===== config.mk =====
export PLATFORM = sky130hd
export DESIGN_NAME = traffic_density_estimator
export DESIGN_NICKNAME = d
export VERILOG_FILES = /design/src/rtl/traffic_density_estimator.sv
export SDC_FILE = /design/constraint.sdc
export NUM_CORES = 1
export LEC_CHECK = 0
export CAP_MARGIN = 10
export CORE_MARGIN = 2
export CORE_UTILIZATION = 55
export CTS_CLUSTER_DIAMETER = 150
export DETAILED_ROUTE_END_ITERATION = 8
export DONT_BUFFER_PORTS = 1
export GPL_TIMING_DRIVEN = 1
export HOLD_SLACK_MARGIN = 0.12
export PLACE_DENSITY = 0.7
export REMOVE_ABC_BUFFERS = 1
export SLEW_MARGIN = 20
export SYNTH_ARGS = -nofsm -noshare
export SYNTH_HDL_FRONTEND = slang
export SYNTH_SLANG_ARGS = --single-unit

===== constraint.sdc =====
create_clock -name clk -period 2.7 [get_ports clk]
set_clock_uncertainty 0.2 [all_clocks]
set_input_delay 0.54 -clock clk [delete_from_list [all_inputs] [get_ports clk]]
set_output_delay 0.54 -clock clk [all_outputs]
set_load 0.02 [all_outputs]

===== src/rtl/traffic_density_estimator.sv =====
// traffic_density_estimator
// Counts vehicle-detector pulses on four approaches (N/E/S/W) over a fixed
// window and quantises each count into a 2-bit density code (00 light .. 11
// heavy). Codes are registered and held for a whole window.
// Optional macro DENSITY_HYST_EN: an output only changes once two consecutive
// windows classify to the same new code.
module traffic_density_estimator #(
  parameter int WINDOW_CYCLES = 100,
  parameter int CNT_W         = 8,
  parameter int TH_LOW        = 2,
  parameter int TH_MED        = 5,
  parameter int TH_HIGH       = 9
) (
  input  logic       clk,
  input  logic       rst_n,
  input  logic       en,
  input  logic       sensor_N,
  input  logic       sensor_E,
  input  logic       sensor_S,
  input  logic       sensor_W,
  output logic [1:0] traffic_density_N,
  output logic [1:0] traffic_density_E,
  output logic [1:0] traffic_density_S,
  output logic [1:0] traffic_density_W,
  output logic       density_valid
);

  localparam int              WIN_W     = (WINDOW_CYCLES > 1) ? $clog2(WINDOW_CYCLES) : 1;
  localparam logic [WIN_W-1:0] WIN_LAST = WIN_W'(WINDOW_CYCLES - 1);
  localparam logic [CNT_W-1:0] CNT_MAX  = {CNT_W{1'b1}};
  localparam logic [CNT_W-1:0] CNT_ONE  = CNT_W'(1);
  localparam logic [CNT_W-1:0] TH_LOW_C = CNT_W'(TH_LOW);
  localparam logic [CNT_W-1:0] TH_MED_C = CNT_W'(TH_MED);
  localparam logic [CNT_W-1:0] TH_HIGH_C = CNT_W'(TH_HIGH);

  // Bit order everywhere: 0=N, 1=E, 2=S, 3=W
  logic [3:0]       w_sensor;
  logic [3:0]       r_sync1;
  logic [3:0]       r_sync2;
  logic [3:0]       r_prev;
  logic [3:0]       w_edge;
  logic [WIN_W-1:0] r_win;
  logic             w_close;
  logic             r_valid;
  logic [7:0]       w_dens;

  assign w_sensor = {sensor_W, sensor_S, sensor_E, sensor_N};

  // Two-flop synchroniser plus previous-value register; runs even when en=0
  // so re-enabling never fabricates an edge from a level that is already high.
  always_ff @(posedge clk or negedge rst_n) begin
    if (!rst_n) begin
      r_sync1 <= '0;
      r_sync2 <= '0;
      r_prev  <= '0;
    end else begin
      r_sync1 <= w_sensor;
      r_sync2 <= r_sync1;
      r_prev  <= r_sync2;
    end
  end

  assign w_edge  = r_sync2 & ~r_prev;
  assign w_close = en && (r_win == WIN_LAST);

  // Window position counter, frozen while en is low.
  always_ff @(posedge clk or negedge rst_n) begin
    if (!rst_n) begin
      r_win <= '0;
    end else if (en) begin
      r_win <= (r_win == WIN_LAST) ? '0 : r_win + 1'b1;
    end
  end

  // One-cycle strobe following each close cycle.
  always_ff @(posedge clk or negedge rst_n) begin
    if (!rst_n) begin
      r_valid <= 1'b0;
    end else begin
      r_valid <= w_close;
    end
  end

  genvar gi;
  generate
    for (gi = 0; gi < 4; gi++) begin : g_dir
      logic [CNT_W-1:0] r_cnt;
      logic [CNT_W-1:0] w_cnt_inc;
      logic [1:0]       w_code;
      logic [1:0]       r_dens;

      // Count including this cycle's edge, so an edge in the close cycle
      // still lands in the window that is closing.
      assign w_cnt_inc = (w_edge[gi] && (r_cnt != CNT_MAX)) ? r_cnt + CNT_ONE : r_cnt;

      // Threshold classification of the closing count.
      always_comb begin
        w_code = 2'b00;
        if (w_cnt_inc >= TH_HIGH_C)     w_code = 2'b11;
        else if (w_cnt_inc >= TH_MED_C) w_code = 2'b10;
        else if (w_cnt_inc >= TH_LOW_C) w_code = 2'b01;
      end

      // Saturating pulse counter, restarted after each close cycle.
      always_ff @(posedge clk or negedge rst_n) begin
        if (!rst_n) begin
          r_cnt <= '0;
        end else if (en) begin
          r_cnt <= w_close ? '0 : w_cnt_inc;
        end
      end

`ifdef DENSITY_HYST_EN
      logic [1:0] r_pend;
      logic       r_agree;

      // Output follows a new code only after it has been seen twice in a row.
      always_ff @(posedge clk or negedge rst_n) begin
        if (!rst_n) begin
          r_dens  <= 2'b00;
          r_pend  <= 2'b00;
          r_agree <= 1'b0;
        end else if (w_close) begin
          if (w_code == r_dens) begin
            r_pend  <= w_code;
            r_agree <= 1'b0;
          end else if (r_agree && (r_pend == w_code)) begin
            r_dens  <= w_code;
            r_agree <= 1'b0;
          end else begin
            r_pend  <= w_code;
            r_agree <= 1'b1;
          end
        end
      end
`else
      // Output takes the fresh classification at every window close.
      always_ff @(posedge clk or negedge rst_n) begin
        if (!rst_n) begin
          r_dens <= 2'b00;
        end else if (w_close) begin
          r_dens <= w_code;
        end
      end
`endif

      assign w_dens[2*gi +: 2] = r_dens;
    end
  endgenerate

  assign traffic_density_N = w_dens[1:0];
  assign traffic_density_E = w_dens[3:2];
  assign traffic_density_S = w_dens[5:4];
  assign traffic_density_W = w_dens[7:6];
  assign density_valid     = r_valid;

endmodule


; Yosys cells after proc, flatten, opt, wreduce, memory -nomap -nowiden
; Index checks and enable logic that the tools add are counted.
[word_totals]
ff_bits = 60
in_bits = 7
wordCells = 63
[classes]
addsub = 5
order_cmp = 12
eq_ne = 5
muxes = 21
bitwise_logic = 2
reduce_logical = 5
[ops]
columns = op, count
row1 = 8-bit two-way mux, 8
row2 = 8-bit by 1-bit adder with 8-bit output (second input constant), 4
row3 = 8-bit by 2-bit greater-or-equal comparator with 1-bit output (second input constant), 4
row4 = 8-bit by 3-bit greater-or-equal comparator with 1-bit output (second input constant), 4
row5 = 8-bit by 4-bit greater-or-equal comparator with 1-bit output (second input constant), 4
row6 = 8-bit inequality test (second input constant), 4
row7 = 2-bit two-way mux, 8
row8 = 7-bit by 1-bit adder with 7-bit output (second input constant), 1
row9 = 7-bit equality test (second input constant), 1
row10 = 7-bit two-way mux, 1
row11 = 1-bit logical AND, 5
row12 = 4-bit AND, 1
row13 = 1-bit two-way mux, 4
row14 = 4-bit NOT, 1

; Logic depth before layout (Yosys ltp)
; Gate-level depths: netlist (run 1).
[logic_depth]
ltp_word = 8
depth_mapped = 9
mapped_depth_nobuf = 9

; Least setup slack after synthesis (run 1)
; OpenSTA, ideal clock, no wires.
[synth_timing]
kind = register -> register
from = reg g_dir[1].r_cnt[1]
to = reg g_dir[1].r_dens[0], in the netlist traffic_density_E[0]
setup_ps = 122
arrival_ps = 1773
required_time_ps = 2378
setup_slack_ps = 606
path_stages_with_launch = 8
n_path_buf = 1
cell_sequence = dfrtp_1 ha_1 buf_2 a41oi_4 and2b_4 a21oi_2 a2111o_1 a32o_1
[synth_via]
elab_chain_len = 7
word_cells_on_any_way = 10
cone_classes = 1 x add/sub / 3 x order compare / 1 x eq/ne / 4 x mux / 1 x reduce/logical
[synth_lines]
columns = element, line
row1 = from (decl), 87  ; logic [CNT_W-1:0] r_cnt;
row2 = from (signal assigned), 109  ; r_cnt <= w_close ? '0 : w_cnt_inc;
row3 = "parallel branches: the longest is 2 deep, another holds 8-bit by 1-bit adder with 8-bit output", --
row4 = 8-bit two-way mux (*), 94  ; assign w_cnt_inc = (w_edge[gi] && (r_cnt != CNT_MAX)) ? r_cnt + CNT_ONE : r_cnt;
row5 = 8-bit by 2-bit greater-or-equal comparator with 1-bit output, 101  ; else if (w_cnt_inc >= TH_LOW_C) w_code = 2'b01;
row6 = 1-bit two-way mux, 101
row7 = 2-bit two-way mux, 100  ; else if (w_cnt_inc >= TH_MED_C) w_code = 2'b10;
row8 = 2-bit two-way mux (*), 99  ; if (w_cnt_inc >= TH_HIGH_C) w_code = 2'b11;
row9 = to (signal assigned), 142  ; r_dens <= w_code;
row10 = to (decl), 90  ; logic [1:0] r_dens;
; Every way passes the cells marked *.
; A chain may end at the register's enable or synchronous reset.

; Worst setup path in the final report (run 1)
[layout_timing]
from = reg g_dir[1].r_cnt[0]
to = reg g_dir[1].r_dens[0], in the netlist traffic_density_E[0]
; Same word-level chain as after synthesis.

==> impl_metrics.toml, run 1 <==
[yosys]
synth_fa_ha_area_share_pct = 1.802
ys_types = 65
synthesized_area_fraction_occupied_by_and_or_nand_nor_cells_pct = 22.78
yosys_most_used_dff = "sky130_fd_sc_hd__dfrtp_1"
synth_top_family_by_area = "simple AND/OR/NAND/NOR gates"
synth-compound-area-share_pct = 22.10
async_flop_share_pct = 100.0
synth_sequential_area_ratio_pct = 43.26
synthXorXnorAreaFrac_pct = 2.776
yosys_warnings = 0
postSynthRegisterBits = 60
netlist_instances = 372
postSynthAreaPerCell_sq_um = 9.330
synth_mux_area_share_pct = 3.569
synth-edff-count = 0
summed_instance_area_of_the_synthesized_netlist_sq_mm = 0.003471

[layout]
layout_commonest_cell = "sky130_fd_sc_hd__dfrtp_1"
most-common-layout-cells = "sky130_fd_sc_hd__dfrtp_1 (60), sky130_fd_sc_hd__nand2_1 (40), sky130_fd_sc_hd__o21ai_0 (29)"
drive_above_1_share_pct = 10.62
net_count_final = 393
num_antenna_cells = 0
areaGrowthSynthToFinish_pct = 10.99

[critical_path]
worst_r2r_startpoint = "g_dir[1].r_cnt[0]"
worstPathMaxFanout = 9
rr_worst_depth = 7
setup.worst_path.start = "g_dir[1].r_cnt[0]"
path_class = "flip-flop to flip-flop"
r2r-end = "traffic_density_E[0]"
worst-endpoint-arrival_ns = 2.42
cp-endpoint = "traffic_density_E[0]"
reg2reg_slack_ns = 0.31
worstPathRequired_ns = 2.73
crit_path_start_kind = "flip-flop"
critPathCaptureType = "flip-flop"

[floorplanning]
fp-row-count = 28
io-pin-count = 16
dieHeight_um = 83.44
die_x_um = 83.44
initial_core_util_pct = 57.60
design.die.area_sq_mm = 0.006962
floorplan.core_area_sq_mm = 0.006026

[placement]
gpl.final_weighted_congestion = 0.8874
place.port_buffers = 0
post-dp-hpwl_um = 5025

[outcome]
run_status = "finished clean"

[clocking]
root_buffer = "sky130_fd_sc_hd__clkbuf_8"
clkSinkCount = 60
clk_pin_slew_worst_paths_ns = 0.06
cts_max_level = 3
tritoncts = "yes"
postCtsSetupBuffers = 0
clk-insertion-delay-late_ns = 0.34
cts_buffer_depth = 2
numCtsBuffers = 9

[pwr]
peakVddDrop_mv = 0.4885
power.sequential.fraction_pct = 44.0
cell_internal_pwr_mw = 2.008
netSwitchingFraction_pct = 35.13
power_switching_mw = 1.088
clockPowerShare_pct = 29.1
static-leakage-power_nw = 1.575
power.density_cell_area_mw_per_mm2 = 803.6
portion_of_total_power_attributed_to_combinational_logic_pct = 26.9

[sta]
finalHoldViolations = 0
finalWorstPathRequiredPeriod_ns = 2.389
post-route-period-util_pct = 88.47
hold_slack_ns = 0.1511
totalNegativeSetupSlack_ns = 0
slew_headroom_pct = 74.20
fmax_mhz = 418.7
finalSetupViolations = 0
worst_tran_pin_value_ns = 0.3838
slew_viol_final = 0
rsz0062_at_grt = "false"

[global_route]
grt_overflow_total = 0
antenna_found_initial = 0
grt_first_pass_wirelength_um = 13050
pin_count_of_the_biggest_net_entering_global_routing = 61
vias_in_the_first_global_route = 2724
overall_track_demand_over_capacity_in_global_routing_pct = 23.18

[detailed_routing]
viasPerCell = 6.323
drt-initial-drc-count = 195
first_pass_iters = 6
vias = 2915
detail-route-antenna-nets = 0
post_drt_wl_per_cell_um = 16.61
finalWirelength_um = 7658
drc = 0

[worst_hold_path]
min-delay-start = "en"
hp-class = "primary input to flip-flop"
whs_path_depth = 1

[run]
max_cap_viol_count = 0
[routing by layer]
layer | up-vias | part of all wire [%] | track usage [%]
li1 | 1418 | - | -
met1 | 1383 | 47 | 32.61
met2 | 100 | 45 | 34.60
met3 | 14 | 6.3 | 5.467
met4 | 0 | 1.6 | 9.384
met5 | - | 0 | 0
[worst min path at each step]
stage / to / slack, ns
final: g_dir[2].r_cnt[3] / 0.15
after global routing: g_dir[2].r_cnt[3] / 0.14
after CTS: g_dir[2].r_cnt[3] / 0.13
after detailed placement: g_dir[3].r_cnt[2] / 0.05
after global placement: g_dir[3].r_cnt[2] / 0.05
after floorplan: density_valid / 0.04
[sequential cells by signal, indices dropped and copies added, names as in the netlist, 2 cells and up]
| signal | flops |
|---|---|
| r_win | 7 |
| traffic_density_N | 2 |
| r_sync1 | 4 |
| traffic_density_W | 2 |
| r_sync2 | 4 |
| g_dir.r_cnt | 32 |
| r_prev | 4 |
| traffic_density_S | 2 |
| traffic_density_E | 2 |
[Yosys cell counts, types with 4 or more instances]
cell type | number | area share (%)
sky130_fd_sc_hd__dfrtp_1 | 60 | 43
sky130_fd_sc_hd__nand2_1 | 40 | 4.3
sky130_fd_sc_hd__o21ai_0 | 29 | 4.2
sky130_fd_sc_hd__nor2_1 | 26 | 2.8
sky130_fd_sc_hd__a21oi_1 | 20 | 2.9
sky130_fd_sc_hd__nand3_1 | 13 | 1.9
sky130_fd_sc_hd__nand4_1 | 11 | 2.0
sky130_fd_sc_hd__clkbuf_1 | 10 | 1.1
sky130_fd_sc_hd__inv_1 | 9 | 0.97
sky130_fd_sc_hd__mux2i_1 | 9 | 2.6
sky130_fd_sc_hd__o2bb2ai_1 | 9 | 2.3
sky130_fd_sc_hd__nor2b_1 | 8 | 1.4
sky130_fd_sc_hd__xnor2_1 | 8 | 2.0
sky130_fd_sc_hd__a31oi_1 | 7 | 1.3
sky130_fd_sc_hd__o22ai_1 | 7 | 1.3
sky130_fd_sc_hd__and3_1 | 6 | 1.1
sky130_fd_sc_hd__buf_2 | 6 | 0.87
sky130_fd_sc_hd__o31ai_1 | 6 | 1.3
sky130_fd_sc_hd__ha_1 | 5 | 1.8
sky130_fd_sc_hd__nand2b_1 | 5 | 0.90
sky130_fd_sc_hd__nand4b_1 | 4 | 1.0
sky130_fd_sc_hd__or2_1 | 4 | 0.72
[critical path, cell delays in order (launching register included)]
cell and delay (ns):
sky130_fd_sc_hd__dfrtp_1 0.50, sky130_fd_sc_hd__ha_1 0.41, sky130_fd_sc_hd__and4b_1 0.32, sky130_fd_sc_hd__nand4_1 0.14, sky130_fd_sc_hd__mux2i_1 0.20, sky130_fd_sc_hd__and2_1 0.14, sky130_fd_sc_hd__nand4_1 0.14, sky130_fd_sc_hd__a32o_1 0.23
[through the flow]
step / power (mW) / area, sq um / setup WS, ns / utilization (%) / instances
final: 3.096 / 3852 / 0.3114 / 63.93 / 461
after global routing: 3.299 / 3852 / 0.1644 / 63.93 / 461
after CTS: 3.102 / 3852 / 0.3288 / 63.93 / 461
after detailed placement: 2.160 / 3548 / 0.3330 / 58.89 / 438
after global placement: 2.137 / 3548 / 0.4375 / 58.89 / 438
after floorplan: 1.934 / 3379 / 0.4900 / - / 353
[area by class of cell]
cell class | count | area [sq um]
Inverter | 10 | 37.54
Clock buffer | 11 | 141.4
Sequential cell | 60 | 1501
Tap cell | 75 | 93.84
Fill cell | 481 | 2173
Multi-Input combinational cell | 283 | 1841
Clock inverter | 5 | 75.07
Timing Repair Buffer | 17 | 162.7
[timing repair]
| action | 4_1_cts | 5_1_grt |
|---|---|---|
| hold buffers | 7 | 0 |
| resized for setup | 0 | 0 |
| hold endpoints to repair | 67 | 0 |
[power by group through the flow]
stage          logic (mW)  clock network, mW  registers, mW
6_report            0.833              0.901           1.36
3_5_place_dp        0.788                  0           1.37
3_3_place_gp        0.772                  0           1.37
5_1_grt             0.938              0.959           1.40
2_1_floorplan       0.608                  0           1.33
4_1_cts             0.826              0.919           1.36
[logic make-up (layout without fill, tap and decap cells)]
family,Yosys count,after routing
xor+xnor,11,11
buf+inv,29,43
flops,60,60
fa+ha+maj,5,5
mux,12,12
compound gates,112,112
simple gates,143,143
Note: power is estimated with default switching activity, not from simulation.
==> run 2, diff against run 1 <==
--- a/config.mk
+++ b/config.mk
@@ -5,15 +5,14 @@
 export SDC_FILE = /design/constraint.sdc
 export NUM_CORES = 1
 export LEC_CHECK = 0
-export CAP_MARGIN = 10
+export CAP_MARGIN = 20
 export CORE_MARGIN = 2
-export CORE_UTILIZATION = 55
+export CORE_UTILIZATION = 35
 export CTS_CLUSTER_DIAMETER = 150
 export DETAILED_ROUTE_END_ITERATION = 8
 export DONT_BUFFER_PORTS = 1
 export GPL_TIMING_DRIVEN = 1
 export HOLD_SLACK_MARGIN = 0.12
-export PLACE_DENSITY = 0.7
 export REMOVE_ABC_BUFFERS = 1
 export SLEW_MARGIN = 20
 export SYNTH_ARGS = -nofsm -noshare
==> impl_metrics.toml, run 2 (synthesized netlist as in run 1, its figures left out) <==
[critical_path]
path_class = "flip-flop to flip-flop"
crit_path_start_kind = "flip-flop"
worstPathRequired_ns = 2.72
worst-endpoint-arrival_ns = 2.41
critPathCaptureType = "flip-flop"
worstPathMaxFanout = 9

[detailed_routing]
post_drt_wl_per_cell_um = 15.39
drt-initial-drc-count = 132
first_pass_iters = 4
detail-route-antenna-nets = 0
finalWirelength_um = 7928
vias = 2877
drc = 0
viasPerCell = 5.586

[clocking]
tritoncts = "yes"
clkSinkCount = 60
numCtsBuffers = 9
cts_buffer_depth = 2
clk-insertion-delay-late_ns = 0.34
root_buffer = "sky130_fd_sc_hd__clkbuf_8"
postCtsSetupBuffers = 0
clk_pin_slew_worst_paths_ns = 0.07
cts_max_level = 3

[sta]
finalSetupViolations = 0
setup_slack_ns = 0.3141
finalWorstPathRequiredPeriod_ns = 2.386
slew_headroom_pct = 67.66
finalHoldViolations = 0
worst_tran_pin_value_ns = 0.4833
totalNegativeSetupSlack_ns = 0
fmax_mhz = 419.1
hold_slack_ns = 0.1448
slew_viol_final = 0
post-route-period-util_pct = 88.37
rsz0062_at_grt = "false"

[global_route]
pin_count_of_the_biggest_net_entering_global_routing = 61
antenna_found_initial = 0
vias_in_the_first_global_route = 2731
overall_track_demand_over_capacity_in_global_routing_pct = 15.74
grt_overflow_total = 0
grt_first_pass_wirelength_um = 13700

[pwr]
netSwitchingFraction_pct = 35.66
power.total_mw = 3.041
power.sequential.fraction_pct = 45.2
cell_internal_pwr_mw = 1.956
portion_of_total_power_attributed_to_combinational_logic_pct = 26.4
power.density_cell_area_mw_per_mm2 = 781.4
peakVddDrop_mv = 0.2523
static-leakage-power_nw = 1.553
power_switching_mw = 1.084
clockPowerShare_pct = 28.4

[floorplanning]
design.die.area_sq_mm = 0.01073
dieHeight_um = 103.6
fp-row-count = 36
initial_core_util_pct = 35.84
io-pin-count = 16
floorplan.core_area_sq_mm = 0.009684
die_x_um = 103.6

[placement]
post-place-ws_ns = 0.3424
place.port_buffers = 0
post_dp_cell_area_sq_mm = 0.003591
gpl.final_weighted_congestion = 0.8424
post-dp-hpwl_um = 5338
place_inst = 492

[layout]
layout.cell_area.non_filler_sq_mm = 0.003891
layout_commonest_cell = "sky130_fd_sc_hd__dfrtp_1"
largest_register_ffs = 32
biggest_regs = "g_dir.r_cnt: 32 flops, r_win: 7 flops"
net_count_final = 389
most-common-layout-cells = "sky130_fd_sc_hd__dfrtp_1 (60), sky130_fd_sc_hd__nand2_1 (40), sky130_fd_sc_hd__o21ai_0 (29)"
stdcell_count = 515
drive_above_1_share_pct = 9.686
register_with_the_highest_flop_count = "g_dir.r_cnt"
num_antenna_cells = 0
layout.core_utilization_pct = 40.18
areaGrowthSynthToFinish_pct = 12.11

[run]
max_cap_viol_count = 0

[outcome]
run_status = "finished clean"

[worst_hold_path]
hp-class = "flip-flop to flip-flop"
## run 2: path summary, 6_finish.rpt
check | to | slack (ns) | startpoint | cells after the start
hold reg to reg | r_sync2[0] | 0.14 | r_sync1[0] | 0
hold / removal | r_sync2[0] | 0.14 | r_sync1[0] | 0
min in group asynchronous | g_dir[0].r_cnt[2] | 0.52 | rst_n | 2
max in group asynchronous | r_win[1] | 1.52 | rst_n | 2
setup / recovery | traffic_density_E[0] | 0.31 | g_dir[1].r_cnt[0] | 7
setup reg to reg | traffic_density_E[0] | 0.31 | g_dir[1].r_cnt[0] | 7
## run 2: layer usage
metal  global-route usage (%)  vias up  part of all wire [%]
li1                         -     1405                     -
met4                    3.378        0                  0.98
met5                        0        -                     0
met3                    4.342        7                   3.6
met2                    26.54       61                    49
met1                    20.31     1404                    46
## run 2: timing repair
item	CTS	global route
hold endpoints to repair	68	0
hold buffers	7	0
resized for setup	0	0
## run 2: cell type report
| type | count | area, sq um |
|---|---|---|
| fill | 962 | 5793 |
| clock buffer | 13 | 168.9 |
| inverter | 10 | 37.54 |
| sequential | 60 | 1501 |
| tap | 133 | 166.4 |
| timing repair buffer | 13 | 132.6 |
| multi-input combinational | 283 | 1841 |
| clock inverter | 3 | 43.79 |
## run 2: worst max-delay path, cell delays in order (launching register included)
cell,delay [ns]
sky130_fd_sc_hd__dfrtp_1,0.51
sky130_fd_sc_hd__ha_1,0.41
sky130_fd_sc_hd__and4b_1,0.33
sky130_fd_sc_hd__nand4_1,0.13
sky130_fd_sc_hd__mux2i_1,0.20
sky130_fd_sc_hd__and2_1,0.14
sky130_fd_sc_hd__nand4_1,0.12
sky130_fd_sc_hd__a32o_1,0.23
## run 2: power by group through the flow
stage | Combinational [mW] | Sequential (mW) | Clock, mW
after floorplan | 0.608 | 1.33 | 0
after global placement | 0.749 | 1.37 | 0
after detailed placement | 0.766 | 1.38 | 0
after CTS | 0.803 | 1.37 | 0.889
after global routing | 0.919 | 1.41 | 0.936
final | 0.802 | 1.37 | 0.865
==> run 3, diff against run 2 <==
--- a/config.mk
+++ b/config.mk
@@ -11,7 +11,6 @@
 export CTS_CLUSTER_DIAMETER = 150
 export DETAILED_ROUTE_END_ITERATION = 8
 export DONT_BUFFER_PORTS = 1
-export GPL_TIMING_DRIVEN = 1
 export HOLD_SLACK_MARGIN = 0.12
 export REMOVE_ABC_BUFFERS = 1
 export SLEW_MARGIN = 20
==> results of run 3 <==
Same layout as run 2: the final DEF is identical, and so are final timing and power.
